[src/rtl/adc_ovfl_monitor.sv]
`default_nettype none
// ============================================================================
//  Module   : adc_ovfl_monitor
//  Purpose  : Per-channel ADC overflow counter over a 2^WIN_BITS sample
//             window, qualified by mask-AND or threshold compare.
//  Revision : 1.0
// ============================================================================
module adc_ovfl_monitor #(
  parameter int CHANNELS = 1,
  parameter int WIN_BITS = 16,
  parameter int CNT_BITS = 16
) (
  input  logic                         clk,
  input  logic                         rst,
  input  logic                         sample_en,
  input  logic [CHANNELS-1:0]          ovfl_in,
  input  logic                         cfg_wr,
  input  logic                         cfg_mode,
  input  logic [CNT_BITS-1:0]          cfg_val,
  input  logic                         orst,
  output logic                         win_done,
  output logic [CHANNELS-1:0]          ovfl_pulse,
  output logic [CHANNELS-1:0]          ovfl_sticky,
  output logic [CHANNELS*CNT_BITS-1:0] last_cnt
);

  localparam int c_WB = (WIN_BITS > 0) ? WIN_BITS : 1;

  logic [c_WB-1:0]     r_win_ctr;
  logic                r_win_done;
  logic                r_pend_mode;
  logic [CNT_BITS-1:0] r_pend_val;
  logic                r_act_mode;
  logic [CNT_BITS-1:0] r_act_val;
  logic                r_cfg_seen;
  logic                w_term;

  // A zero-width window makes every accepted sample terminal.
  if (WIN_BITS == 0) begin : g_win_single
    assign w_term = sample_en;
  end else begin : g_win_multi
    assign w_term = sample_en && (r_win_ctr == {c_WB{1'b1}});
  end

  always_ff @(posedge clk) begin
    if (rst) begin
      r_win_ctr  <= '0;
      r_win_done <= 1'b0;
    end else begin
      if (sample_en) begin
        r_win_ctr <= r_win_ctr + c_WB'(1);
      end
      r_win_done <= w_term;
    end
  end

  // Active config only changes between windows, except for the very first
  // write after reset, which takes effect immediately.
  always_ff @(posedge clk) begin
    if (rst) begin
      r_pend_mode <= 1'b0;
      r_pend_val  <= '0;
      r_act_mode  <= 1'b0;
      r_act_val   <= '0;
      r_cfg_seen  <= 1'b0;
    end else begin
      if (r_win_done) begin
        r_act_mode <= r_pend_mode;
        r_act_val  <= r_pend_val;
      end
      if (cfg_wr) begin
        r_pend_mode <= cfg_mode;
        r_pend_val  <= cfg_val;
        r_cfg_seen  <= 1'b1;
        if (!r_cfg_seen) begin
          r_act_mode <= cfg_mode;
          r_act_val  <= cfg_val;
        end
      end
    end
  end

  assign win_done = r_win_done;

  for (genvar n = 0; n < CHANNELS; n++) begin : g_ch
    logic [CNT_BITS:0]   w_sum;
    logic [CNT_BITS-1:0] w_eff;
    logic                w_qual;
    logic [CNT_BITS-1:0] r_cnt;
    logic [CNT_BITS-1:0] r_last;
    logic                r_pulse;
    logic                r_sticky;

    assign w_sum  = {1'b0, r_cnt} + {{CNT_BITS{1'b0}}, ovfl_in[n]};
    assign w_eff  = w_sum[CNT_BITS] ? {CNT_BITS{1'b1}} : w_sum[CNT_BITS-1:0];
    assign w_qual = r_act_mode ? ((r_act_val != '0) && (w_eff >= r_act_val))
                               : ((w_eff & r_act_val) != '0);

    always_ff @(posedge clk) begin
      if (rst) begin
        r_cnt    <= '0;
        r_last   <= '0;
        r_pulse  <= 1'b0;
        r_sticky <= 1'b0;
      end else begin
        if (sample_en) begin
          r_cnt <= w_term ? '0 : w_eff;
        end
        if (w_term) begin
          r_last <= w_eff;
        end
        r_pulse  <= w_term & w_qual;
        // A pulse arriving with orst still sets the flag.
        r_sticky <= orst ? r_pulse : (r_sticky | r_pulse);
      end
    end

    assign ovfl_pulse[n]                      = r_pulse;
    assign ovfl_sticky[n]                     = r_sticky;
    assign last_cnt[n*CNT_BITS +: CNT_BITS]   = r_last;
  end

endmodule
`default_nettype wire

[config.mk]
export PLATFORM = sky130hd
export DESIGN_NAME = adc_ovfl_monitor
export DESIGN_NICKNAME = d
export VERILOG_FILES = /design/src/rtl/adc_ovfl_monitor.sv
export SDC_FILE = /design/constraint.sdc
export NUM_CORES = 1
export LEC_CHECK = 0
export CORE_ASPECT_RATIO = 1.5
export CORE_UTILIZATION = 30
export CTS_CLUSTER_SIZE = 24
export DETAILED_ROUTE_END_ITERATION = 10
export PLACE_DENSITY_LB_ADDON = 0.2
export SLEW_MARGIN = 20
export SYNTH_ARGS = -nofsm -noshare
export SYNTH_HDL_FRONTEND = slang
export SYNTH_SLANG_ARGS = --single-unit
[constraint.sdc]
create_clock -name clk -period 5.1 [get_ports clk]
set_clock_uncertainty 0.2 [all_clocks]
set_input_delay 1.02 -clock clk [delete_from_list [all_inputs] [get_ports clk]]
set_output_delay 1.02 -clock clk [all_outputs]
set_load 0.01 [all_outputs]
==> qor.yml <==
cp_data_arrival_time_ns: 4.16
hold_path_class: "reg2reg"
dp.cells: 707
hold_end: "last_cnt[6]$_SDFFE_PP0P_"
ant_nets: 0
fin_util: 0.365
cts_tree: "done"
placed_cell_area_sq_um: 4970
clk_latency_ns: 0.34
finalCritPeriodShare: 0.812
grt_pass1_vias: 3427
crit_path_end_kind: "flip-flop"
cts_setup_buffers: 0
place_congestion: 0.861
reg2reg_slack_ns: 1.70
finalNonFillerCells: 723
drv_cap: 0
cp_max_fo: 9
die_y_microns: 151
ys.flop_type: "dfxtp_1"
start_kind: "input port"
n_antenna_cell: 0
die_x_microns: 101
via_per_inst: 4.78
drc_errors: 0
grt_max_degree: 61
num_rows: 54
via_count: 3459
antenna_found_initial: 0
leakagePower_nw: 2.09
synth_top_area_frac: 0.388
routedWlPerCell_microns: 13.9
fin_tns_setup_ns: 0
ys_warn_count: 0
cts.clk_slew.worst_paths_ns: 0.07
syn-cell-area_sq_um: 4430
async_reset_ff_frac: 0
p_per_area_nw_per_um2: 283
rsz0062_at_grt: "no"
worstHoldPathCells: 2
syn-num-nets: 551
start_util: 0.307
required_ns: 5.12
synthDistinctLibCells: 46
cts-resized-gates: 0
fmax_ghz: 0.242
hold_buffers: 0
nets: 580
yosys.area.top_type: "dfxtp_1"
post-route-cell-area_sq_um: 5270
finalCriticalPeriod_ns: 4.14
die_area_sq_um: 15300
finalHoldViolations: 0
drive_above_1_share: 0.0816
syn_inst: 493
dr.pass1.iters: 4
clock_path_buffers: 2
grt_usage: 0.144
cts.root.buffer_cell: "clkbuf_16"
grt_first_pass_wirelength_microns: 17000
pin_count: 42
worst_pin_slew_ns: 0.636
slew_violations: 0
drt_iter0_drc: 116
placeableCoreArea_sq_um: 14500
numClockSinks: 86
drt_wl_total_microns: 10100
htree_levels: 3
criticalPathCategory: "in2reg"
ys_ff_latch: 86
ys_seq_area_frac: 0.388
cts_buffers: 9
synth-edff-count: 0
syn_to_final_growth_pct: 19.0
port_buffers: 41
crit-reg2reg-launch: "g_ch[0].r_cnt[0]$_SDFFE_PP0P_"
finalSetupViolations: 0
status: "completed"
hpwl_microns: 7400
slew_headroom: 0.576
reg2regPathDepth: 12
ir_worst_vdd_mv: 0.143
hp-start: "last_cnt[6]$_SDFFE_PP0P_"
synth_area_per_cell_sq_um: 8.99
reg2reg_to: "ovfl_pulse$_SDFF_PP0_"
synthTopCellsByArea: "dfxtp_1 39%, ha_1 9.9%, mux2i_1 8.4%"
grt_overflow: 0
[stage by stage]
stage          setup slack, ns  hold WS [ns]  total power, mW
2_1_floorplan             1.44         0.231            0.801
3_3_place_gp             0.645         0.241            0.842
3_5_place_dp             0.596         0.251            0.845
4_1_cts                  0.949         0.260             1.51
5_1_grt                  0.749         0.274             1.55
6_report                 0.961         0.255             1.49
[power by group]
group | switching, mW | total, mW | leakage (nW) | internal (mW)
logic | 0.0602 | 0.113 | 1.25 | 0.0533
registers | 0.0207 | 0.714 | 0.701 | 0.694
clock network | 0.269 | 0.662 | 0.142 | 0.393
total | 0.350 | 1.49 | 2.09 | 1.14
[worst max path at each step]
stage               startpoint                     to  slack (ns)  cells after the start
floorplan              ovfl_in  ovfl_pulse$_SDFF_PP0_        1.44                     13
CTS                    ovfl_in  ovfl_pulse$_SDFF_PP0_        0.95                     13
global route           ovfl_in  ovfl_pulse$_SDFF_PP0_        0.75                     13
finish                 ovfl_in  ovfl_pulse$_SDFF_PP0_        0.96                     13
detailed placement     ovfl_in  ovfl_pulse$_SDFF_PP0_        0.60                     13
global placement       ovfl_in  ovfl_pulse$_SDFF_PP0_        0.64                     13
[critical path, cell delays in order]
cell and delay [ns]:
clkdlybuf4s50_1 0.46, ha_1 0.19, ha_1 0.23, nand3_2 0.18, nor2_4 0.17, and3_1 0.37, nor2_1 0.15, ha_1 0.29
nand2b_1 0.14, a2111oi_0 0.41, a211o_1 0.19, a211oi_1 0.07, o31a_1 0.28
[state kept, by name, summed over array words and instances (netlist names)]
name and flops:
r_cfg_seen 1, r_pend_mode 1, last_cnt 16, win_done 1, r_win_ctr 16, ovfl_sticky 1, ovfl_pulse 1, r_act_mode 1
r_pend_val 16, g_ch.r_cnt 16, r_act_val 16
[synth_stat cells, drive strengths merged (2+ instances only)]
library cell  instances
nand4                13
ha                   35
xor2                 13
inv                  38
a211oi               29
dfxtp                86
nand3                15
nor4                 10
mux2i                37
and3                  4
a21oi                19
xnor2                 6
nand2                20
a31o                  2
o22ai                 2
o32ai                13
nand2b               16
mux2                  2
or3                   2
nor2                 81
o21ai                 4
clkbuf               10
a21o                  2
buf                  18
nor3                  6
[layout make-up]
cell class | count | area (sq um)
repair buffers | 46 | 443
clock inverters | 5 | 58.8
fillers | 1521 | 9190
well taps | 196 | 245
multi-input cells | 341 | 2420
inverters | 38 | 143
flip-flops and latches | 86 | 1720
clock buffers | 11 | 243
[placed cells by master, fill, tap and decap left out, drive strengths merged, types with 2 or more instances in the layout]
master          n
or3             2
clkinv          2
buf             6
dfxtp          86
nand2          20
and3            4
mux2i          37
nand4          13
nand3          15
nor4           10
o21ai           4
clkbuf         11
inv            38
a21o            2
a31o            2
xor2           13
o22ai           2
clkdlybuf4s50  40
nor3            6
a21oi          19
o32ai          13
clkinvlp        2
a211oi         29
nand2b         16
xnor2           6
nor2           81
mux2            2
ha             35
[cell families after synthesis]
| kind of cell | synth area share |
|---|---|
| xor+xnor | 0.0375 |
| fa+ha+maj | 0.0988 |
| flops | 0.388 |
| mux | 0.0887 |
| compound gates | 0.128 |
| simple gates | 0.192 |
| buf+inv | 0.0661 |
[routing by layer]
metal  share of wire  up-vias  track usage
met3           0.029       15       0.0295
met1            0.45     1616        0.169
li1                -     1769            -
met5               0        -            0
met4           0.029        0       0.0645
met2            0.49       59        0.249
No activity file was read; power rests on OpenSTA's default activity.
